### config.mk
export PLATFORM = sky130hd
export DESIGN_NAME = fetch_unit
export DESIGN_NICKNAME = d
export VERILOG_FILES = /design/src/rtl/riscv_pkg.sv /design/src/rtl/fetch_queue.sv /design/src/rtl/fetch_unit.sv
export SDC_FILE = /design/constraint.sdc
export NUM_CORES = 1
export LEC_CHECK = 0
export ABC_CLOCK_PERIOD_IN_PS = 12400
export CAP_MARGIN = 40
export CORE_AREA = 10 10 153 127
export CTS_CLUSTER_SIZE = 12
export DETAILED_ROUTE_END_ITERATION = 8
export DIE_AREA = 0 0 163 137
export PLACE_DENSITY = 0.95
export SETUP_SLACK_MARGIN = 0.5
export SLEW_MARGIN = 5
export SYNTH_ARGS = -nofsm -noshare
export SYNTH_HDL_FRONTEND = slang
export SYNTH_SLANG_ARGS = --single-unit
### constraint.sdc
create_clock -name clk_i -period 12.4 [get_ports clk_i]
set_input_delay 2.48 -clock clk_i [delete_from_list [all_inputs] [get_ports clk_i]]
set_output_delay 2.48 -clock clk_i [all_outputs]
set_load 0.01 [all_outputs]
### src/rtl/riscv_pkg.sv
// Shared riscv32i core types: data width, canonical NOP and the fetch-queue entry.
// Combinational definitions only; no latency or backpressure of its own.
package riscv_pkg;

  localparam int XLEN = 32;
  localparam logic [XLEN-1:0] NOP_INSTR = 32'h0000_0013;

  typedef struct packed {
    logic [XLEN-1:0] instr;
    logic [XLEN-1:0] pc;
    logic            fault;
  } fetch_entry_t;

endpackage

### src/rtl/fetch_queue.sv
// Generic synchronous FIFO with flush; head visible the cycle after the write edge.
// No internal backpressure: the owner must never push when full or pop when empty.
module fetch_queue #(
  parameter int WIDTH = 32,
  parameter int DEPTH = 2
) (
  input  logic                   clk_i,
  input  logic                   reset_i,
  input  logic                   flush,
  input  logic                   push_vld,
  input  logic [WIDTH-1:0]       push_dat,
  input  logic                   pop,
  output logic [WIDTH-1:0]       head_dat,
  output logic [$clog2(DEPTH):0] count
);

  localparam int PTR_W = (DEPTH > 1) ? $clog2(DEPTH) : 1;
  localparam int CNT_W = $clog2(DEPTH) + 1;

  logic [WIDTH-1:0] mem [DEPTH];
  logic [PTR_W-1:0] wr_ptr;
  logic [PTR_W-1:0] rd_ptr;

  assign head_dat = mem[rd_ptr];

  // Storage is cleared on reset so the head reads as zero out of reset.
  always_ff @(posedge clk_i or posedge reset_i) begin
    if (reset_i) begin
      wr_ptr <= '0;
      rd_ptr <= '0;
      count  <= '0;
      for (int i = 0; i < DEPTH; i++) mem[i] <= '0;
    end else if (flush) begin
      wr_ptr <= '0;
      rd_ptr <= '0;
      count  <= '0;
    end else begin
      if (push_vld) begin
        mem[wr_ptr] <= push_dat;
        wr_ptr      <= wr_ptr + PTR_W'(1);
      end
      if (pop) rd_ptr <= rd_ptr + PTR_W'(1);
      count <= count + CNT_W'(push_vld) - CNT_W'(pop);
    end
  end

endmodule

### src/rtl/fetch_unit.sv
// Fetch stage: PC -> imem requests, responses queued for decode (memory latency + 1); misaligned-fault path under FETCH_MISALIGN_CHECK_EN.
// Backpressure: halts the pc stage when credit (outstanding + queued < DEPTH) or imem ready is missing; redirect drops in-flight responses.
module fetch_unit
  import riscv_pkg::*;
#(
  parameter int DEPTH = 2
) (
  input  logic            clk_i,
  input  logic            reset_i,
  input  logic [XLEN-1:0] pc_i,
  input  logic            redirect_i,
  output logic            halt_o,
  output logic            imem_req_valid_o,
  output logic [XLEN-1:0] imem_req_addr_o,
  input  logic            imem_req_ready_i,
  input  logic            imem_rsp_valid_i,
  input  logic [XLEN-1:0] imem_rsp_data_i,
  output logic            inst_valid_o,
  output logic [XLEN-1:0] inst_o,
  output logic [XLEN-1:0] inst_pc_o,
  output logic            inst_fault_o,
  input  logic            inst_ready_i
);

  localparam int CNT_W = $clog2(DEPTH) + 1;
  localparam logic [CNT_W-1:0] DEPTH_C = CNT_W'(DEPTH);
`ifdef FETCH_MISALIGN_CHECK_EN
  localparam logic MISALIGN_EN = 1'b1;
`else
  localparam logic MISALIGN_EN = 1'b0;
`endif

  logic [CNT_W-1:0] outstanding;
  logic [CNT_W-1:0] drop_cnt;
  logic [CNT_W-1:0] occupancy;
  logic [CNT_W-1:0] tag_cnt;
  logic [XLEN-1:0]  tag_head;
  fetch_entry_t     q_dat;
  fetch_entry_t     head;
  logic credit, misalign, fault_push, issue, rsp_keep, q_push, deq;

  assign credit   = (outstanding + occupancy) < DEPTH_C;
  assign misalign = MISALIGN_EN & (pc_i[1:0] != 2'b00);

  // A misaligned PC becomes a fault entry only once memory is idle, keeping program order.
  assign fault_push = misalign & ~reset_i & ~redirect_i & credit & (outstanding == '0);

  assign imem_req_valid_o = ~reset_i & ~redirect_i & credit & ~misalign;
  assign imem_req_addr_o  = {pc_i[XLEN-1:2], 2'b00};
  assign issue            = imem_req_valid_o & imem_req_ready_i;
  assign halt_o           = ~(issue | fault_push);

  assign rsp_keep = imem_rsp_valid_i & ~redirect_i & (drop_cnt == '0);
  assign q_push   = rsp_keep | fault_push;
  assign deq      = inst_valid_o & inst_ready_i & ~redirect_i;

  always_comb begin
    q_dat.instr = imem_rsp_data_i;
    q_dat.pc    = tag_head;
    q_dat.fault = 1'b0;
    if (fault_push) begin
      q_dat.instr = NOP_INSTR;
      q_dat.pc    = pc_i;
      q_dat.fault = 1'b1;
    end
  end

  // Stale tags stay in the tag FIFO so every response, kept or dropped, pops one.
  fetch_queue #(.WIDTH(XLEN), .DEPTH(DEPTH)) u_tag_fifo (
    .clk_i    (clk_i),
    .reset_i  (reset_i),
    .flush    (1'b0),
    .push_vld (issue),
    .push_dat (pc_i),
    .pop      (imem_rsp_valid_i),
    .head_dat (tag_head),
    .count    (tag_cnt)
  );

  fetch_queue #(.WIDTH($bits(fetch_entry_t)), .DEPTH(DEPTH)) u_inst_q (
    .clk_i    (clk_i),
    .reset_i  (reset_i),
    .flush    (redirect_i),
    .push_vld (q_push),
    .push_dat (q_dat),
    .pop      (deq),
    .head_dat (head),
    .count    (occupancy)
  );

  assign inst_valid_o = (occupancy != '0);
  assign inst_o       = head.instr;
  assign inst_pc_o    = head.pc;
  assign inst_fault_o = head.fault & MISALIGN_EN;

  always_ff @(posedge clk_i or posedge reset_i) begin
    if (reset_i) begin
      outstanding <= '0;
      drop_cnt    <= '0;
    end else begin
      outstanding <= outstanding + CNT_W'(issue) - CNT_W'(imem_rsp_valid_i);
      if (redirect_i)
        drop_cnt <= outstanding - CNT_W'(imem_rsp_valid_i);
      else if (imem_rsp_valid_i && (drop_cnt != '0))
        drop_cnt <= drop_cnt - CNT_W'(1);
    end
  end

  a_credit_cap: assert property (@(posedge clk_i) disable iff (reset_i)
    (outstanding + occupancy) <= DEPTH_C);
  a_drop_le_out: assert property (@(posedge clk_i) disable iff (reset_i)
    drop_cnt <= outstanding);
  a_no_orphan_rsp: assert property (@(posedge clk_i) disable iff (reset_i)
    imem_rsp_valid_i |-> (outstanding != '0));
  a_tags_match: assert property (@(posedge clk_i) disable iff (reset_i)
    tag_cnt == outstanding);

endmodule

# [Word level (Yosys, flattened, before mapping)]
# Cells that the tools add are included.
[op_classes] n_addsub=11 n_mul=0 div=0 n_lt_le_gt_ge=7 eq_ne=0 shift=0 n_mux=19 bitwise=14 n_reduce_logical=10
[op_table] cell="$mux 65" n=4
[op_table] cell="$bwmux 130" n=1
[op_table] cell="$mux 32" n=4
[op_table] cell="$demux 65 s1" n=1
[op_table] cell="$bwmux 64" n=1
[op_table] cell="$demux 32 s1" n=1
[op_table] cell="$reduce_bool 2->1" n=5
[op_table] cell="$ge 2x2->1 const B" n=4
[op_table] cell="$not 1->2" n=4
[op_table] cell="$and 1x1->1" n=7
[op_table] cell="$mux 2" n=3
[op_table] cell="$sub 2x1->2" n=3
[op_table] cell="$add 1x1->1 const B" n=4
[op_table] cell="$add 2x1->2" n=2
[op_table] cell="$lt 2x1->1 const B" n=2
[op_table] cell="$mux 1" n=4
[op_table] cell="$logic_and 1x1->1" n=3
[op_table] cell="$not 1->1" n=3
[op_table] cell="$add 2x2->2" n=1
[op_table] cell="$logic_not 2->1" n=1
[op_table] cell="$lt 2x2->1 const B" n=1
[op_table] cell="$reduce_and 2->1" n=1
[op_table] cell="$sub 2x1->2 const B" n=1
[word_totals] regBits=204 latch_bits=0 mem_bits_rw=0 romBits=0 inputBits=70 out_inout_bits=100 elab_cells=72 n_memories=0

# [Depth between registers and ports, before layout]
# Gate-level depths: netlist of the first run.
[logic_depth] depth_word=6 ltp_mapped=8 depth_no_buf=8

# [Hierarchy]
# A second synthesis of the first run with hierarchy kept.
[unflattened] hier_cells=620 area_unflattened_um2=9595.5
[by_module_without_submodules] module="fetch_queue at u_inst_q" n_inst=1 cells_each=364 area_each_um2=6027.0 seq_area_each_um2=3353.2
[by_module_without_submodules] module="fetch_queue at u_tag_fifo" n_inst=1 cells_each=188 area_each_um2=3002.9 seq_area_each_um2=1701.6
[by_module_without_submodules] module="fetch_unit" n_inst=1 cells_each=68 area_each_um2=565.5 seq_area_each_um2=100.1

# [Least setup slack after synthesis of the first run]
# OpenSTA, ideal clock, no wires.
[synth_timing] path_type="input to output" startpoint="input redirect_i" endpoint="output halt_o" arrival_ns=3.167 required_ns=9.920 slack_ns=6.753 path_stages=4 path_buffers=0 cell_sequence="nor4bb_1 -> mux2i_2 -> inv_2 -> nand2_1"
[synth_between] elab_chain_len=5
[synth_lines] item="start, declared" line_no="fetch_unit.sv:11" source="input logic redirect_i,"
[synth_lines] item="$not 1->1 (no line)"
[synth_lines] item="$and 1x1->1 (2 in series)" line_no="fetch_unit.sv:48" source="assign imem_req_valid_o = ~reset_i & ~redirect_i & credit & ~misalign;"
[synth_lines] item="named net imem_req_valid_o" line_no="fetch_unit.sv:13" source="output logic imem_req_valid_o,"
[synth_lines] item="$and 1x1->1" line_no="fetch_unit.sv:50" source="assign issue = imem_req_valid_o & imem_req_ready_i;"
[synth_lines] item="$not 1->1" line_no="fetch_unit.sv:51" source="assign halt_o = ~(issue | fault_push);"
[synth_lines] item="end, declared" line_no="fetch_unit.sv:12" source="output logic halt_o,"
# The timed path passes the listed nets, and every way through them passes these cells.

# [Worst setup path in the final report of the first run]
[layout_timing] startpoint="input redirect_i" endpoint="output halt_o"
[layout_between] elab_chain_len=5
[layout_lines] item="$not 1->1 (no line)"
[layout_lines] item="$and 1x1->1 (2 in series)" line_no="fetch_unit.sv:48"
[layout_lines] item="$and 1x1->1" line_no="fetch_unit.sv:50"
[layout_lines] item="$not 1->1" line_no="fetch_unit.sv:51"
# No other way between the ends.

==> results of run 1 <==
logic make-up (layout without fill, tap and decap cells):
logic type	count (synthesis)	in the layout	share of synthesized area [%]
xor+xnor	12	12	1.17
buf+inv	80	216	5.13
simple gates	83	83	3.79
compound gates	69	69	3.87
flops	202	202	56.3
fa+ha+maj	5	5	0.696
mux	225	225	29.0
other cells	1	3	0.0417
flip-flops by register name, indices dropped and copies added (netlist names):
signal / count
drop_cnt: 2
outstanding: 2
u_inst_q.count: 2
u_inst_q.mem: 128
u_inst_q.rd_ptr: 1
u_inst_q.wr_ptr: 1
u_tag_fifo.mem: 64
u_tag_fifo.rd_ptr: 1
u_tag_fifo.wr_ptr: 1
cell usage after synthesis (all sizes together):
library cell	count
dfrtp	202
mux2	192
buf	52
nor2	38
nand2	37
a21oi	34
o21ai	34
mux2i	33
clkbuf	20
inv	8
xnor2	6
xor2	6
ha	5
nor3	2
a211oi	1
and3	1
and3b	1
conb	1
nand2b	1
nor2b	1
nor4bb	1
or2	1
layout make-up:
class | instances | area share, %
repair buffers | 175 | 15.7
clock buffers | 31 | 5.70
well taps | 220 | 2.43
multi-input cells | 397 | 30.8
inverters | 8 | 0.331
flip-flops and latches | 202 | 44.6
clock inverters | 2 | 0.364
per-layer routing:
layer  wire [um]  share of wire [%]  track usage (%)  vias up
met2        9160                 47             28.3      153
met3        1240                6.3             4.26       23
met1        8820                 45             22.3     2733
met5           0                  0                0        -
li1            -                  -                -     2565
met4         284                1.5             3.50        0
path summary, 6_finish.rpt:
| kind | startpoint | to | slack, ns | depth (start not counted) |
|---|---|---|---|---|
| max in group asynchronous | reset_i | u_inst_q.mem[26] | 8.72 | 4 |
| worst min-delay path | u_inst_q.mem[1] | u_inst_q.mem[1] | 0.48 | 2 |
| min in group asynchronous | reset_i | u_inst_q.count[0] | 2.59 | 2 |
| worst min register to register | u_inst_q.mem[1] | u_inst_q.mem[1] | 0.48 | 2 |
| worst max-delay path | redirect_i | halt_o | 5.48 | 6 |
| worst max register to register | outstanding[0] | u_tag_fifo.mem[31] | 10.13 | 6 |
worst max-delay path: cells and delay by family:
kind                   cells  cell delay, ns
and+or+nand+nor            2            0.27
muxes                      1            0.31
buffers and inverters      3            1.38
through the flow:
step / instances / instance area [um^2] / utilization (%)
final: 1035 / 11300 / 69.6
after global routing: 1035 / 11300 / 69.6
after CTS: 1035 / 11300 / 69.6
after detailed placement: 1002 / 10600 / 65.4
after global placement: 999 / 10600 / 64.9
after floorplan: 679 / 8990 / -
power by group through the flow:
stage               Sequential (mW)  Combinational, mW  Clock, mW
global route                   1.18               1.18      0.667
detailed placement             1.15               1.08          0
floorplan                      1.09              0.694          0
global placement               1.16               1.02          0
CTS                            1.15               1.10      0.637
finish                         1.15               1.08      0.622
==> out/qor.csv, run 1 <==
stage;metric;value;unit
logic_synthesis;synth.top_cell.area_share;56.3;%
grt;grt-ovfl-total;0;
setup_path;slowest_stage;clkdlybuf4s50_1;
route;wirelength;19500;um
cts;clk_path_buf_depth;3;
die;die_w;163;um
setup_path;path_max_fanout;13;
grt;grt_pass1_wl;31200;um
power;power.internal;2.00;mW
logic_synthesis;yosys.area.top_type;dfrtp_1;
logic_synthesis;synth_area_per_cell;13.3;um^2
route;first_pass_iters;5;
power;peakVddDrop;0.145;mV
sta;skew;0.0181;ns
power;p_switching;0.854;mW
route;wl_per_cell;18.8;um
worst_hold_path;hold_path_class;register to register;
placed_design;gp_congestion;0.753;
route;drt_iter0_markers;352;
power;p_comb_share;37.9;%
setup_path;crit_required;9.92;ns
cts;cts_root_buf;clkbuf_16;
final_layout;multi_input_area;3500;um^2
cts;cts-resized-gates;0;
sta;tightest_slew;0.831;ns
final_layout;fill_cells;1093;
logic_synthesis;ys_seq_elements;202;
die;start_util;55.1;%
power;leakage;5.05;nW
sta;post-route-min-period;6.92;ns
cts;cts.clk_slew.worst_paths;0.06;ns
die;rows;42;
sta;timing.final.ws_setup;5.48;ns
power;swShare;30.0;%
setup_path;cp_common_cell;clkdlybuf4s50_1;
run;drv_cap;0;
cts;clock-sinks;202;
placed_design;numPortBuffers;166;
die;dieHeight;137;um
sta;rsz0062_at_grt;no;
sta;max_freq;0.145;GHz
sta;final_hold_viol_count;0;
logic_synthesis;synth_area_leaders;dfrtp_1 56%, mux2_2 20%, mux2_4 5.0%;
route;drt-vias-per-instance;5.29;
power;p_per_area;251;nW/um^2
route;route.detailed.drc;0;
final_layout;layout_commonest_cell;dfrtp_1;
logic_synthesis;synth.yosys.seq_area_share;56.3;%
cts;cts_max_level;1;
setup_path;crit_path_end_kind;output port;
grt;grt_antenna_before_repair;0;
final_layout;antenna_cells;0;
grt;grt_max_degree;124;
setup_path;cp_data_arrival_time;4.44;ns
cts;post_cts_buffers;0;
setup_path;crit_type;input pin to output port;
cts;cts_tree;built;
final_layout;final_cell_mix;200 x dfrtp_1, 166 x clkdlybuf4s50_1, 160 x mux2_2;
final_layout;syn_to_final_growth;26.2;%
status;status;completed;
grt;grt_usage;17.1;%
logic_synthesis;yosys.cell_types.count;30;
final_layout;layout-drive-gt1-share;29.2;%
setup_path;path_cells;clkdlybuf4s50_1 -> nor4bb_1 -> mux2i_2 -> inv_2 -> nand2_1 -> clkdlybuf4s50_1;
route;num_vias;5474;
die;core_area;16300;um^2
sta;setup_viol;0;
sta;maxSlewViolCount;0;
power;p_clk_share;21.8;%
cts;postCtsHoldBufs;0;
logic_synthesis;yosys_warnings;0;
die;die_area;22300;um^2
placed_design;dp_hpwl;12900;um
power;p_seq_share;40.2;%
sta;fin_setup_tns;0;ns
final_layout;seq_area;5060;um^2
setup_path;critPathLaunchType;input pin;
setup_path;cpPeakStageDelay;0.75;ns
die;io_pins;170;
cts;cts_inserted_buffers;22;
grt;grt_pass1_vias;5933;
sta;whs;0.477;ns
route;ant_nets;0;
sta;slew_headroom;44.6;%
cts;clk_latency;0.49;ns
power;finalPower;2.85;mW
logic_synthesis;synthCells;677;
final_layout;final_nets;881;
logic_synthesis;synth_area;8980;um^2
sta;min_period_over_period;55.8;%
placed_design;dp_slack;5.50;ns
Note: power is estimated with default switching activity, not from simulation.
==> inputs of run 2 (changes only) <==
--- a/config.mk
+++ b/config.mk
@@ -5,13 +5,13 @@
 export SDC_FILE = /design/constraint.sdc
 export NUM_CORES = 1
 export LEC_CHECK = 0
-export ABC_CLOCK_PERIOD_IN_PS = 12400
+export ABC_CLOCK_PERIOD_IN_PS = 6500
 export CAP_MARGIN = 40
-export CORE_AREA = 10 10 153 127
+export CORE_AREA = 10 10 158 131
 export CTS_CLUSTER_SIZE = 12
 export DETAILED_ROUTE_END_ITERATION = 8
-export DIE_AREA = 0 0 163 137
-export PLACE_DENSITY = 0.95
+export DIE_AREA = 0 0 168 141
+export PLACE_DENSITY = 0.9
 export SETUP_SLACK_MARGIN = 0.5
 export SLEW_MARGIN = 5
 export SYNTH_ARGS = -nofsm -noshare
==> constraint.sdc (replaced) <==
create_clock -name clk_i -period 6.5 [get_ports clk_i]
set_input_delay 1.3 -clock clk_i [delete_from_list [all_inputs] [get_ports clk_i]]
set_output_delay 1.3 -clock clk_i [all_outputs]
set_load 0.01 [all_outputs]
==> out/qor.csv, run 2 (synthesized netlist as in run 1, its figures left out) <==
stage;metric;value;unit
grt;grt_usage;15.8;%
setup_path;cp_top_family;buffers and inverters;
route;wirelength;19600;um
cts;cts_max_level;1;
sta;post-route-min-period;4.54;ns
setup_path;slowest_stage;clkdlybuf4s50_1;
setup_path;path_cells;clkdlybuf4s50_1 -> nor4bb_1 -> mux2i_2 -> inv_2 -> nand2_1 -> clkdlybuf4s50_1;
route;route.detailed.drc;0;
worst_hold_path;hold_path_class;register to register;
status;status;completed;
die;dieHeight;141;um
sta;tightest_slew;1.08;ns
die;rows;44;
cts;cts_inserted_buffers;21;
cts;cts_tree;built;
sta;maxSlewViolCount;0;
route;drt_iter0_markers;305;
setup_path;crit_required;5.20;ns
sta;fin_setup_tns;0;ns
cts;post_cts_buffers;0;
cts;clock-sinks;202;
grt;grt_antenna_before_repair;0;
grt;grt-ovfl-total;0;
setup_path;cpPeakStageDelay;0.74;ns
grt;grt_pass1_wl;31300;um
grt;grt_pass1_vias;5897;
placed_design;gp_congestion;0.736;
route;wl_per_cell;18.8;um
sta;setup_viol;0;
cts;clk_latency;0.49;ns
final_layout;final_nets;879;
placed_design;place_area;10600;um^2
sta;timing.final.ws_setup;1.96;ns
placed_design;numPortBuffers;166;
setup_path;path_buf_inv;3;
placed_design;dp_hpwl;12600;um
die;start_util;50.8;%
power;leakage;4.99;nW
sta;skew;0.0218;ns
cts;clk_path_buf_depth;3;
die;core_area;17700;um^2
power;peakVddDrop;0.278;mV
setup_path;critPathLaunchType;input pin;
die;io_pins;170;
route;drt-vias-per-instance;5.27;
setup_path;crit_type;input pin to output port;
sta;min_period_over_period;69.8;%
cts;cts.clk_slew.worst_paths;0.06;ns
final_layout;syn_to_final_growth;25.3;%
final_layout;final_cell_mix;200 x dfrtp_1, 166 x clkdlybuf4s50_1, 160 x mux2_2;
route;first_pass_iters;5;
final_layout;largest_reg_flops;128;
power;p_per_area;475;nW/um^2
setup_path;cp_data_arrival_time;3.24;ns
final_layout;design_area;11300;um^2
setup_path;cp_common_cell;clkdlybuf4s50_1;
final_layout;layout-drive-gt1-share;28.7;%
sta;max_freq;0.220;GHz
route;ant_nets;0;
final_layout;layout_commonest_cell;dfrtp_1;
sta;slew_headroom;28.2;%
final_layout;antenna_cells;0;
placed_design;dp_slack;1.98;ns
die;die_area;23700;um^2
setup_path;path_max_fanout;13;
grt;grt_max_degree;203;
cts;cts_root_buf;clkbuf_16;
run;drv_cap;0;
final_layout;fill_cells;1322;
route;num_vias;5495;
final_layout;reg_top3;u_inst_q.mem (128), u_tag_fifo.mem (64);
sta;final_hold_viol_count;0;
cts;cts-resized-gates;0;
final_layout;regMostFlops;u_inst_q.mem;
die;die_w;168;um
setup_path;crit_path_end_kind;output port;
sta;rsz0062_at_grt;no;
cts;postCtsHoldBufs;0;
run 2: cell count changes in the layout (fill, tap and decap cells not counted), sizes merged:
cell      delta
buf          -1
clkbuf       -3
clkinv       +1
clkinvlp     +1
inv          -1
run 2: final cells by class:
type | count | area [um^2] | area share (%)
flip-flops and latches | 202 | 5060 | 44.9
multi-input cells | 397 | 3500 | 31.1
repair buffers | 174 | 1770 | 15.7
clock buffers | 28 | 562 | 4.99
well taps | 230 | 288 | 2.56
clock inverters | 3 | 43.8 | 0.389
inverters | 8 | 33.8 | 0.300
run 2: metrics by stage:
stage | instances | power (mW) | util [%] | hold slack (ns)
finish | 1042 | 5.34 | 63.7 | 0.481
global route | 1042 | 5.67 | 63.7 | 0.515
CTS | 1042 | 5.40 | 63.7 | 0.483
detailed placement | 1011 | 4.26 | 60.2 | 0.470
global placement | 1008 | 4.16 | 59.9 | 0.455
floorplan | 679 | 3.40 | - | 0.444
run 2: worst paths after layout:
path                                  start  slack (ns)                 end  cells after the start
max                              redirect_i        1.96              halt_o                      6
min                        u_inst_q.mem[16]        0.48    u_inst_q.mem[16]                      2
max reg2reg                  outstanding[0]        4.22  u_tag_fifo.mem[31]                      6
min reg2reg                u_inst_q.mem[16]        0.48    u_inst_q.mem[16]                      2
max in group asynchronous           reset_i        4.16   u_inst_q.mem[128]                      3
min in group asynchronous           reset_i        1.52   u_inst_q.count[0]                      3
run 2: worst min-delay path, delay by kind of cell, from the launching register on:
| kind | cells | cell delay (ns) |
|---|---|---|
| DFF | 1 | 0.34 |
| AOI/OAI and AO/OA | 1 | 0.06 |
| and+or+nand+nor | 1 | 0.05 |
run 2: layer usage:
layer / GRT usage, % / wire, um
met1: 21.1 / 9110
met2: 25.2 / 8810
met3: 5.03 / 1460
met4: 2.74 / 206
met5: 0 / 0
run 2: power breakdown:
part | switching (mW) | internal, mW | total, mW
Sequential | 0.358 | 1.86 | 2.21
Clock | 0.457 | 0.640 | 1.10
Combinational | 0.806 | 1.23 | 2.03
==> inputs of run 3 (changes only) <==
--- a/config.mk
+++ b/config.mk
@@ -5,13 +5,13 @@
 export SDC_FILE = /design/constraint.sdc
 export NUM_CORES = 1
 export LEC_CHECK = 0
-export ABC_CLOCK_PERIOD_IN_PS = 6500
+export ABC_CLOCK_PERIOD_IN_PS = 3810
 export CAP_MARGIN = 40
-export CORE_AREA = 10 10 158 131
+export CORE_AREA = 10 10 166 137
 export CTS_CLUSTER_SIZE = 12
 export DETAILED_ROUTE_END_ITERATION = 8
-export DIE_AREA = 0 0 168 141
-export PLACE_DENSITY = 0.9
+export DIE_AREA = 0 0 176 147
+export PLACE_DENSITY = 0.86
 export SETUP_SLACK_MARGIN = 0.5
 export SLEW_MARGIN = 5
 export SYNTH_ARGS = -nofsm -noshare
==> constraint.sdc (replaced) <==
create_clock -name clk_i -period 3.81 [get_ports clk_i]
set_input_delay 0.762 -clock clk_i [delete_from_list [all_inputs] [get_ports clk_i]]
set_output_delay 0.762 -clock clk_i [all_outputs]
set_load 0.01 [all_outputs]
==> out/qor.csv, run 3 (synthesized netlist as in run 1, its figures left out) <==
stage;metric;value;unit
status;status;completed;
sta;maxSlewViolCount;0;
placed_design;gp_congestion;0.738;
final_layout;reg_top3;u_inst_q.mem (128), u_tag_fifo.mem (64);
sta;post-route-min-period;3.17;ns
final_layout;seq_area;5060;um^2
cts;cts.clk_slew.worst_paths;0.06;ns
sta;setup_viol;0;
sta;skew;0.0121;ns
power;peakVddDrop;0.505;mV
route;ant_nets;0;
final_layout;fill_cells;1578;
power;leakage;5.03;nW
final_layout;syn_to_final_growth;26.7;%
placed_design;dp_slack;0.474;ns
setup_path;path_max_fanout;3;
grt;grt-ovfl-total;0;
sta;final_hold_viol_count;0;
die;io_pins;170;
setup_path;critPathLaunchType;input pin;
route;wirelength;20000;um
die;die_w;176;um
setup_path;crit_required;3.05;ns
sta;max_freq;0.315;GHz
route;num_vias;5562;
sta;rsz0062_at_grt;no;
power;p_per_area;808;nW/um^2
route;wl_per_cell;18.4;um
cts;clk_path_buf_depth;3;
die;dieHeight;147;um
grt;grt_pass1_wl;32300;um
die;rows;46;
sta;fin_setup_tns;0;ns
sta;slew_headroom;34.1;%
cts;cts_inserted_buffers;22;
power;finalPower;9.20;mW
sta;timing.final.ws_setup;0.637;ns
final_layout;final_cell_mix;200 x dfrtp_1, 165 x clkdlybuf4s50_1, 160 x mux2_2;
run;drv_cap;0;
final_layout;final_nets;885;
sta;min_period_over_period;83.3;%
grt;grt_antenna_before_repair;1;
die;die_area;25900;um^2
cts;postCtsHoldBufs;0;
setup_path;crit_path_end_kind;output port;
route;drt-vias-per-instance;5.14;
final_layout;regMostFlops;u_inst_q.mem;
placed_design;dp_hpwl;13100;um
grt;grt_max_degree;172;
route;first_pass_iters;4;
grt;grt_usage;15.1;%
placed_design;numPortBuffers;166;
cts;clock-sinks;202;
route;drt_iter0_markers;297;
die;start_util;46.2;%
final_layout;multi_input_area;3500;um^2
cts;clk_latency;0.50;ns
cts;cts_root_buf;clkbuf_16;
cts;cts_max_level;1;
grt;grt_pass1_vias;5923;
cts;cts_tree;built;
sta;whs;0.478;ns
sta;tightest_slew;0.988;ns
die;core_area;19500;um^2
final_layout;layout_commonest_cell;dfrtp_1;
setup_path;crit_type;input pin to output port;
route;route.detailed.drc;0;
setup_path;cp_data_arrival_time;2.41;ns
final_layout;antenna_cells;0;
worst_hold_path;hold_path_class;register to register;
final_layout;largest_reg_flops;128;
final_layout;layout-drive-gt1-share;29.8;%
## run 3: area by class of cell
cell class	instances	area share, %
clock buffer	28	5.40
timing repair buffer	179	15.9
tap	264	2.90
sequential	202	44.4
multi-input combinational	397	30.8
inverter	8	0.297
clock inverter	5	0.264
## run 3: path summary, 6_finish.rpt
check	startpoint	end	slack, ns	cells past startpoint
worst max-delay path	reset_i	imem_req_valid_o	0.64	5
worst min-delay path	u_inst_q.mem[4]	u_inst_q.mem[4]	0.48	2
worst max register to register	outstanding[0]	u_tag_fifo.mem[54]	1.53	7
worst min register to register	u_inst_q.mem[4]	u_inst_q.mem[4]	0.48	2
max in group asynchronous	reset_i	u_inst_q.mem[15]	2.11	3
min in group asynchronous	reset_i	drop_cnt[0]	0.84	3
## run 3: worst max-delay path, cell delays in order
cell	delay [ns]
clkdlybuf4s50_1	0.49
nor4bb_2	0.32
mux2i_2	0.16
inv_2	0.11
clkdlybuf4s50_1	0.57
## run 3: where the power goes
group / internal [mW] / switching (mW)
Combinational: 2.11 / 1.41
Clock: 1.12 / 0.816
Sequential: 3.17 / 0.576
Total: 6.40 / 2.80
## run 3: metrics by stage
stage	area (um^2)	utilization, %	std cells
after CTS	11400	58.4	1082
final	11400	58.5	1083
after global routing	11400	58.5	1083
after detailed placement	10700	55.1	1048
after floorplan	8990	-	679
after global placement	10700	55.0	1047
## run 3: routing by layer
layer	global-route usage, %	vias to the layer above	wire [um]	part of all wire, %
li1	-	2581	-	-
met1	20.4	2794	9340	47
met2	23.4	161	8930	45
met3	4.51	26	1350	6.8
met4	3.39	0	356	1.8
met5	0	-	0	0
## run 3: what timing repair did
item / in CTS / in global routing
endpoints found under the setup margin: 1 / 1
buffers inserted: 1 / 1
gates resized for setup: 0 / 2
